**src/rtl/ad_result_seq_if.sv**
```systemverilog
// Host read port of the A/D result sequencer: a simple pipelined read bus
// with a stall and a one-cycle-latency data-valid return path.
interface ad_result_seq_if;
  logic        host_read;
  logic [4:0]  host_address;
  logic        host_waitrequest;
  logic        host_readdatavalid;
  logic [15:0] host_readdata;

  // Host side: issues reads, observes stall and returned data.
  modport master (
    output host_read,
    output host_address,
    input  host_waitrequest,
    input  host_readdatavalid,
    input  host_readdata
  );

  // Sequencer side: accepts reads, drives stall and returned data.
  modport slave (
    input  host_read,
    input  host_address,
    output host_waitrequest,
    output host_readdatavalid,
    output host_readdata
  );
endinterface

```
**src/rtl/ad_result_seq.sv**
```systemverilog
// A/D result sequencer: scans NUM_CH converter channels continuously,
// stores each result (or 16'hFFFF on a conversion timeout) into a result
// RAM, and shares the RAM address port with a host read path. The channel
// write always wins the RAM port; a host read colliding with it is stalled.
module ad_result_seq #(
  parameter int NUM_CH      = 8,
  parameter int TIMEOUT_CYC = 255
) (
  input  logic               clk,
  input  logic               reset,
  input  logic               enable,
  output logic               adc_start,
  output logic [4:0]         adc_chan,
  input  logic               adc_done,
  input  logic [15:0]        adc_data,
  output logic [4:0]         ram_address,
  output logic [15:0]        ram_writedata,
  output logic [1:0]         ram_writebyteenable,
  input  logic [15:0]        ram_readdata,
  ad_result_seq_if.slave     host,
  output logic               scan_done,
  output logic [7:0]         scan_count,
  output logic               timeout_err,
  input  logic               err_clear
);

  localparam logic [4:0] LAST_CH = 5'(NUM_CH - 1);
  localparam logic [7:0] TMO_CNT = 8'(TIMEOUT_CYC);

  typedef enum logic [1:0] {
    ST_IDLE  = 2'd0,
    ST_START = 2'd1,
    ST_WAIT  = 2'd2,
    ST_WRITE = 2'd3
  } state_t;

  state_t      state_q, state_d;
  logic [4:0]  chan_q, chan_d;
  logic [7:0]  cnt_q, cnt_d;
  logic [15:0] hold_q, hold_d;
  logic [7:0]  count_q, count_d;
  logic        done_q, done_d;
  logic        err_q, err_d;
  logic        rdv_q, rdv_d;

  logic        timeout_s;
  logic        grant_s;
  logic        wait_s;

  // Timeout fires on the WAIT cycle whose count would reach the limit,
  // unless the converter answers in that very cycle.
  assign timeout_s = (state_q == ST_WAIT) && !adc_done &&
                     ((cnt_q + 8'd1) == TMO_CNT);

  // The RAM port belongs to the channel write in WRITE; host reads are
  // granted in every other state and held off while reset is asserted.
  assign wait_s  = host.host_read && (state_q == ST_WRITE) && !reset;
  assign grant_s = host.host_read && (state_q != ST_WRITE) && !reset;

  assign host.host_waitrequest   = wait_s;
  assign host.host_readdatavalid = rdv_q;
  assign host.host_readdata      = rdv_q ? ram_readdata : 16'd0;

  assign adc_chan    = chan_q;
  assign scan_done   = done_q;
  assign scan_count  = count_q;
  assign timeout_err = err_q;

  // State register.
  always_ff @(posedge clk or posedge reset) begin
    if (reset) begin
      state_q <= ST_IDLE;
    end else begin
      state_q <= state_d;
    end
  end

  // Next-state logic: one conversion per START/WAIT/WRITE round, repeated
  // while enable stays high.
  always_comb begin
    state_d = state_q;
    case (state_q)
      ST_IDLE: begin
        if (enable) state_d = ST_START;
        else        state_d = ST_IDLE;
      end
      ST_START: begin
        state_d = ST_WAIT;
      end
      ST_WAIT: begin
        if (adc_done || timeout_s) state_d = ST_WRITE;
        else                       state_d = ST_WAIT;
      end
      ST_WRITE: begin
        if (enable) state_d = ST_START;
        else        state_d = ST_IDLE;
      end
      default: begin
        state_d = ST_IDLE;
      end
    endcase
  end

  // Output decode: start pulse, channel write in WRITE, host address otherwise.
  always_comb begin
    adc_start           = 1'b0;
    ram_address         = 5'd0;
    ram_writedata       = 16'd0;
    ram_writebyteenable = 2'b00;
    case (state_q)
      ST_WRITE: begin
        ram_address         = chan_q;
        ram_writedata       = hold_q;
        ram_writebyteenable = 2'b11;
      end
      default: begin
        adc_start = (state_q == ST_START);
        if (grant_s) ram_address = host.host_address;
        else         ram_address = 5'd0;
      end
    endcase
  end

  // Datapath next-state: wait counter, result hold, channel/pass tracking,
  // sticky timeout flag (a new timeout outranks a simultaneous clear).
  always_comb begin
    chan_d  = chan_q;
    cnt_d   = cnt_q;
    hold_d  = hold_q;
    count_d = count_q;
    done_d  = 1'b0;
    rdv_d   = grant_s;
    if (err_clear) err_d = 1'b0;
    else           err_d = err_q;
    case (state_q)
      ST_START: begin
        cnt_d = 8'd0;
      end
      ST_WAIT: begin
        if (adc_done) begin
          hold_d = adc_data;
        end else if (timeout_s) begin
          hold_d = 16'hFFFF;
          err_d  = 1'b1;
        end else begin
          cnt_d = cnt_q + 8'd1;
        end
      end
      ST_WRITE: begin
        if (chan_q == LAST_CH) begin
          chan_d  = 5'd0;
          done_d  = 1'b1;
          count_d = count_q + 8'd1;
        end else begin
          chan_d = chan_q + 5'd1;
        end
      end
      default: begin
        cnt_d = cnt_q;
      end
    endcase
  end

  // Datapath registers.
  always_ff @(posedge clk or posedge reset) begin
    if (reset) begin
      chan_q  <= 5'd0;
      cnt_q   <= 8'd0;
      hold_q  <= 16'd0;
      count_q <= 8'd0;
      done_q  <= 1'b0;
      err_q   <= 1'b0;
      rdv_q   <= 1'b0;
    end else begin
      chan_q  <= chan_d;
      cnt_q   <= cnt_d;
      hold_q  <= hold_d;
      count_q <= count_d;
      done_q  <= done_d;
      err_q   <= err_d;
      rdv_q   <= rdv_d;
    end
  end

  ad_result_seq_chk u_chk (
    .clk                 (clk),
    .reset               (reset),
    .adc_start           (adc_start),
    .ram_writebyteenable (ram_writebyteenable),
    .ram_address         (ram_address),
    .host_read           (host.host_read),
    .host_address        (host.host_address),
    .host_waitrequest    (wait_s),
    .scan_done           (done_q)
  );

endmodule

// Protocol checker for the sequencer's externally visible behaviour.
module ad_result_seq_chk (
  input logic       clk,
  input logic       reset,
  input logic       adc_start,
  input logic [1:0] ram_writebyteenable,
  input logic [4:0] ram_address,
  input logic       host_read,
  input logic [4:0] host_address,
  input logic       host_waitrequest,
  input logic       scan_done
);

  // The conversion start is a single-cycle pulse.
  a_start_pulse: assert property (@(posedge clk) disable iff (reset)
    adc_start |=> !adc_start);

  // A start and a RAM write never share a cycle.
  a_start_no_write: assert property (@(posedge clk) disable iff (reset)
    !(adc_start && (ram_writebyteenable != 2'b00)));

  // A stall is only ever raised against a pending read.
  a_wait_needs_read: assert property (@(posedge clk) disable iff (reset)
    host_waitrequest |-> host_read);

  // A granted read owns the RAM address in the same cycle.
  a_grant_addr: assert property (@(posedge clk) disable iff (reset)
    (host_read && !host_waitrequest) |-> (ram_address == host_address));

  // End-of-pass is a single-cycle pulse.
  a_done_pulse: assert property (@(posedge clk) disable iff (reset)
    scan_done |=> !scan_done);

endmodule

```
**src/flat_wrapper.sv**
```systemverilog
// flat-port wrapper written by rule: the top's interface ports become plain ports
module ad_result_seq_flat 
#(
  parameter int NUM_CH      = 8,
  parameter int TIMEOUT_CYC = 255
)
  (clk, reset, enable, adc_start, adc_chan, adc_done, adc_data, ram_address, ram_writedata, ram_writebyteenable, ram_readdata, scan_done, scan_count, timeout_err, err_clear, host_host_read, host_host_address, host_host_waitrequest, host_host_readdatavalid, host_host_readdata);
  ad_result_seq_if host_i ();
  input  logic clk;
  input  logic reset;
  input  logic enable;
  output logic adc_start;
  output logic [4:0] adc_chan;
  input  logic adc_done;
  input  logic [15:0] adc_data;
  output logic [4:0] ram_address;
  output logic [15:0] ram_writedata;
  output logic [1:0] ram_writebyteenable;
  input  logic [15:0] ram_readdata;
  output logic scan_done;
  output logic [7:0] scan_count;
  output logic timeout_err;
  input  logic err_clear;
  input wire logic [$bits(host_i.host_read)-1:0] host_host_read;
  input wire logic [$bits(host_i.host_address)-1:0] host_host_address;
  output wire logic [$bits(host_i.host_waitrequest)-1:0] host_host_waitrequest;
  output wire logic [$bits(host_i.host_readdatavalid)-1:0] host_host_readdatavalid;
  output wire logic [$bits(host_i.host_readdata)-1:0] host_host_readdata;
  assign host_i.host_read = host_host_read;
  assign host_i.host_address = host_host_address;
  assign host_host_waitrequest = host_i.host_waitrequest;
  assign host_host_readdatavalid = host_i.host_readdatavalid;
  assign host_host_readdata = host_i.host_readdata;
  ad_result_seq #(.NUM_CH(NUM_CH), .TIMEOUT_CYC(TIMEOUT_CYC)) u_core (.clk(clk), .reset(reset), .enable(enable), .adc_start(adc_start), .adc_chan(adc_chan), .adc_done(adc_done), .adc_data(adc_data), .ram_address(ram_address), .ram_writedata(ram_writedata), .ram_writebyteenable(ram_writebyteenable), .ram_readdata(ram_readdata), .host(host_i), .scan_done(scan_done), .scan_count(scan_count), .timeout_err(timeout_err), .err_clear(err_clear));
endmodule
```
**config.mk**
```make
export PLATFORM = sky130hd
export DESIGN_NAME = ad_result_seq_flat
export DESIGN_NICKNAME = d
export VERILOG_FILES = /design/src/rtl/ad_result_seq_if.sv /design/src/rtl/ad_result_seq.sv /design/src/flat_wrapper.sv
export SDC_FILE = /design/constraint.sdc
export NUM_CORES = 1
export LEC_CHECK = 0
export BUFFER_PORTS_ARGS = -buffer_cell sky130_fd_sc_hd__clkbuf_2
export CORE_MARGIN = 10
export CORE_UTILIZATION = 25
export DETAILED_ROUTE_END_ITERATION = 6
export GPL_TIMING_DRIVEN = 0
export HOLD_SLACK_MARGIN = 0.05
export PLACE_DENSITY = 0.5
export SLEW_MARGIN = 20
export SYNTH_ARGS = -nofsm -noshare
export SYNTH_HDL_FRONTEND = slang
export SYNTH_HIERARCHICAL = 1
export SYNTH_SLANG_ARGS = --single-unit
```
**constraint.sdc**
```tcl
create_clock -name clk -period 3.8 [get_ports clk]
set_input_delay 1.14 -clock clk [delete_from_list [all_inputs] [get_ports clk]]
set_output_delay 1.14 -clock clk [all_outputs]
set_load 0.01 [all_outputs]
```
* After elaboration in Yosys (flattened, before gate mapping) *
Cells that the tools add are included.
Widths: inputs -> output; s select.

operators by class
  $add $sub $neg = 3
  equality and inequality tests = 8
  muxes and demuxes = 21
  reductions and logical operators = 16

operator list
  operator             count
  $mux 16              4
  $add 8x1->8 const B  2
  $mux 8               2
  $pmux 8 s2           1
  $mux 5               3
  $mux 1               9
  $eq 8x8->1 const B   1
  $logic_and 1x1->1    6
  $ne 2x2->1 const B   3
  $pmux 2 s3           1
  $add 5x1->5 const B  1
  $eq 5x3->1 const B   1
  $eq 2x2->1 const B   2
  $reduce_and 2->1     2
  $reduce_bool 2->1    2
  $reduce_and 3->1     1
  $eq 2x1->1 const B   1
  $logic_not 1->1      2
  $logic_not 2->1      1
  $mux 2               1
  $reduce_or 2->1      1
  $logic_or 1x1->1     1

storage, ports and cells
  flip-flop bits (word level) = 42
  input bits = 43
  logic and storage cells = 56

* Longest topological paths before layout *
  depth after elaboration = 6
  depth in mapped cells = 8

* Worst setup path before layout *
OpenSTA, ideal clock, no wires.

  path type = input-to-output
  start point = input reset
  end point = output host_host_waitrequest
  data arrival time = 2.372 ns
  data required time = 2.660 ns
  setup slack = 0.288 ns
  cell stages on the path = 2
  buffers on the path = 0
  path through = inv_1 > and3_1

on the way
  longest elaborated chain between the ends = 2

ends and longest elaborated chain
  what               RTL line             text
  from (decl)        flat_wrapper.sv:10   input logic reset;
  $logic_not 1->1    ad_result_seq.sv:57  assign wait_s = host.host_read && (state_q == ST_WRITE) && !reset;
  $logic_and 1x1->1  ad_result_seq.sv:57
  to (decl)          flat_wrapper.sv:26   output wire logic [$bits(host_i.host_waitrequest)-1:0] host_host_waitrequest;

Every way passes these cells.

* Worst setup path after layout *
  start point = input reset
  end point = output ram_address[1]

on the way
  longest elaborated chain between the ends = 4

ends and longest elaborated chain
  what                RTL line              text
  $logic_not 1->1     ad_result_seq.sv:58   assign grant_s = host.host_read && (state_q != ST_WRITE) && !reset;
  $logic_and 1x1->1   ad_result_seq.sv:58
  via u_core.grant_s  ad_result_seq.sv:47   logic grant_s;
  $mux 5              ad_result_seq.sv:118  if (grant_s) ram_address = host.host_address;
  $mux 5              ad_result_seq.sv:110  case (state_q)
  to (decl)           flat_wrapper.sv:16    output logic [4:0] ram_address;

The timed path passes the listed nets, and every way through them passes these cells.

==> reports/qor.csv <==
stage,metric,value,unit
status,status,finished clean,
power,Peak VDD IR,0.215,mV
sta,post-route minimum period,3.27,ns
power,Power Total,1.89,mW
clock_network,Root Buffer,clkbuf_8,
die,Rows,33,
synthesis,Async SR Flop Fraction,1.00,
clock_network,CTS resizes,0,
drt,DRC viols,0,
worst_setup_path,CP Max Fanout,6,
min_path,Tightest Hold Check Type,reg -> reg,
die,DIE AREA,12800,sq um
drt,via count,1884,
sta,Worst slew margin,0.490,
synthesis,"Warnings, synthesis",6,
sta,final setup violation count,0,
worst_setup_path,Startpoint Class,primary input,
clock_network,Inserted Clock Buffers,5,
finish,layout cells sized above 1,0.393,
synthesis,"Avg Cell Area, Syn",10.9,sq um
grt,All-Layer GR Usage,0.0916,
synthesis,synthesized net count,251,
die,DIE HEIGHT,113,microns
finish,non-filler instance count after layout,413,
drt,routed wire length,5.98,mm
job,max_cap viols,0,
finish,register area,1050,sq um
synthesis,synth unique cells,42,
power,sw frac,0.372,
finish,Multi-input gate area,1050,sq um
worst_setup_path,crit-path leading delay family,simple AND/OR/NAND/NOR gates,
grt,vias in the first global route,2004,
drt,DR iter-0 viols,53,
grt,maximum number of pins on one net before global-route repair,27,
clock_network,postcts setup bufs,0,
power,Clk pwr share,0.187,
synthesis,sequential-to-total area share from yosys stat,0.484,
finish,Fillers,890,
worst_setup_path,CP required,2.66,ns
sta,Tightest Pin Transition,0.759,ns
clock_network,clk buf depth,2,
drt,DR WL/cell,14.5,microns
placement,dpl hpwl,4.72,mm
finish,Ant. Diodes,0,
worst_setup_path,Crit-path slowest cell,nor3b_1,
synthesis,Mapped Area,2170,sq um
drt,first-pass iteration count of the detailed router,5,
sta,clock skew,0.00819,ns
synthesis,post-synthesis register bit count,42,
drt,Vias per Instance,4.56,
die,Starting Density,0.260,
sta,RSZ-0062 raised after global routing,no,
grt,gr ovfl total,0,
power,Combinational Power Share,0.424,
clock_network,"Clk Latency, worst-skew pair",0.29,ns
sta,final hold viol count,0,
drt,post-route ant nets,0,
worst_setup_path,cell mode on critical path,clkbuf_2,
finish,P&R area growth vs syn,34.9,%
grt,first-pass GRT wire length,9.88,mm
placement,Inst Count DP,405,
clock_network,Post-CTS Hold Buffers,0,
clock_network,clk sinks,42,
placement,GP Congestion,0.742,
clock_network,CTS H-Tree Depth,2,
power,P_leak,1.52,nW
clock_network,CTS tree,done,
worst_setup_path,kind of critical path,in -> out,
power,Switch Pwr,0.704,mW
synthesis,Synth Flop Type,dfrtp_1,
worst_setup_path,data arrival time at the worst-slack endpoint,2.13,ns
sta,Max Slew Vio Count,0,
die,# IOs,100,
finish,net count reported at finish,358,
clock_network,Worst-path clk slew,0.09,ns
worst_setup_path,CP Capture Type,output pin,
worst_setup_path,cells along the critical path,clkbuf_2 -> nor3b_1 -> a22o_1 -> clkbuf_2,
worst_setup_path,crit-path max cell delay,0.53,ns
worst_setup_path,WP buf/inv,2,
power,Internal Power,1.19,mW
synthesis,Mapped Cells,200,
synthesis,"EDFF count, synth",0,
placement,port buffer count,99,
sta,Fmax achieved,0.305,GHz
grt,antenna violations before repair,0,
die,Die Span X,113,microns
power,Power Density,646,nW/um^2
die,CORE AREA,8340,sq um
sta,period utilization,0.862,
power,Reg power frac,0.389,
metal layers:
| metal | vias up | routed length [microns] | global-route usage |
|---|---|---|---|
| li1 | 917 | - | - |
| met1 | 873 | 2680 | 0.107 |
| met2 | 86 | 2560 | 0.143 |
| met3 | 8 | 663 | 0.0475 |
| met4 | 0 | 70 | 0.0262 |
| met5 | - | 0 | 0 |
placed cells by master, fill, tap and decap left out, types with 2 or more instances in the layout:
cell type	Yosys	routed
dfrtp_1	42	42
ha_1	8	8
a22o_1	4	4
mux2i_1	3	3
xor2_1	5	5
o22a_1	16	16
and3_1	4	4
and2_1	34	34
mux2_2	3	3
clkbuf_2	0	99
inv_1	6	5
clkbuf_8	0	5
clkbuf_1	4	5
nor2_1	2	2
nand2_1	14	14
a211o_1	2	2
a21o_1	2	2
xnor2_1	6	6
buf_6	2	2
nand2b_1	4	4
nor4_1	3	3
nor2b_1	2	2
o21ai_0	5	5
nand3_1	6	6
nand4_1	3	3
a21boi_0	2	2
synthesized netlist by cell type, drive strengths merged, types with 2 or more instances:
cell type	n	area share
nor4	3	0.0086
or3	2	0.0081
nand2	14	0.024
nor2	2	0.0035
inv	6	0.010
and3	4	0.012
xnor2	6	0.024
nor2b	3	0.0098
nand4	3	0.0086
nand3	6	0.014
clkbuf	4	0.0069
a22o	4	0.016
o21ai	5	0.012
a21o	2	0.0069
a211o	2	0.0081
mux2i	3	0.014
a21boi	2	0.0069
nand2b	4	0.012
ha	8	0.046
and2	34	0.098
mux2	3	0.016
o22a	16	0.065
dfrtp	42	0.48
xor2	5	0.020
buf	4	0.016
stage by stage:
stage	hold WS (ns)	setup slack, ns	util	setup TNS, ns	cell area, sq um
final	0.484	0.526	0.351	0	2930
after detailed placement	0.469	0.484	0.338	0	2820
after global placement	0.462	-0.344	0.335	-0.344	2800
after global routing	0.503	0.300	0.351	0	2930
after floorplan	0.452	0.288	-	0	2170
after CTS	0.489	0.462	0.351	0	2930
state kept, by name, indices dropped and copies added (netlist names):
| register | cells |
|---|---|
| u_core/host.host_readdatavalid | 1 |
| u_core/scan_done | 1 |
| u_core/scan_count | 8 |
| u_core/cnt_q | 8 |
| u_core/adc_chan | 5 |
| u_core/timeout_err | 1 |
| u_core/hold_q | 16 |
| u_core/state_q | 2 |
power by group through the flow:
stage	combinational, mW	clock, mW	sequential [mW]
after global routing	0.909	0.398	0.759
after CTS	0.828	0.375	0.736
after global placement	0.814	0	0.742
after detailed placement	0.826	0	0.744
after floorplan	0.542	0	0.726
final	0.802	0.353	0.737
kinds of logic after synthesis:
family | after synthesis | share of synthesized area
buffers and inverters | 14 | 0.0334
flip-flops | 42 | 0.484
AO/OA/AOI/OAI | 37 | 0.141
AND/OR/NAND/NOR | 82 | 0.222
multiplexers | 6 | 0.0294
XOR/XNOR | 11 | 0.0444
adder cells (fa/ha/maj) | 8 | 0.0461
path summary, 6_finish.rpt:
path | startpoint | end | slack (ns) | cells past startpoint
worst min register to register | u_core/hold_q[11] | u_core/hold_q[11] | 0.48 | 1
worst max-delay path | reset | ram_address[1] | 0.53 | 4
max in group asynchronous | reset | u_core/scan_done | 2.50 | 3
worst max register to register | u_core/cnt_q[0] | u_core/hold_q[4] | 1.46 | 7
worst min-delay path | u_core/hold_q[11] | u_core/hold_q[11] | 0.48 | 1
min in group asynchronous | reset | u_core/hold_q[6] | 0.83 | 2
layout make-up:
class	count	share of cell area
buffer	8	0.0171
clock buffer	6	0.0248
clock inverter	2	0.0128
inverter	6	0.00769
multi-input combinational	144	0.358
sequential	42	0.359
tap	105	0.0449
timing repair buffer	100	0.176
worst register-to-register path, cell delays in order, from the launching register on:
cell	delay, ns
dfrtp_1	0.40
ha_1	0.24
nand3_1	0.16
or3_4	0.38
a221oi_2	0.51
o21a_2	0.29
buf_6	0.17
o22a_1	0.14
Note: power is estimated with default switching activity, not from simulation.
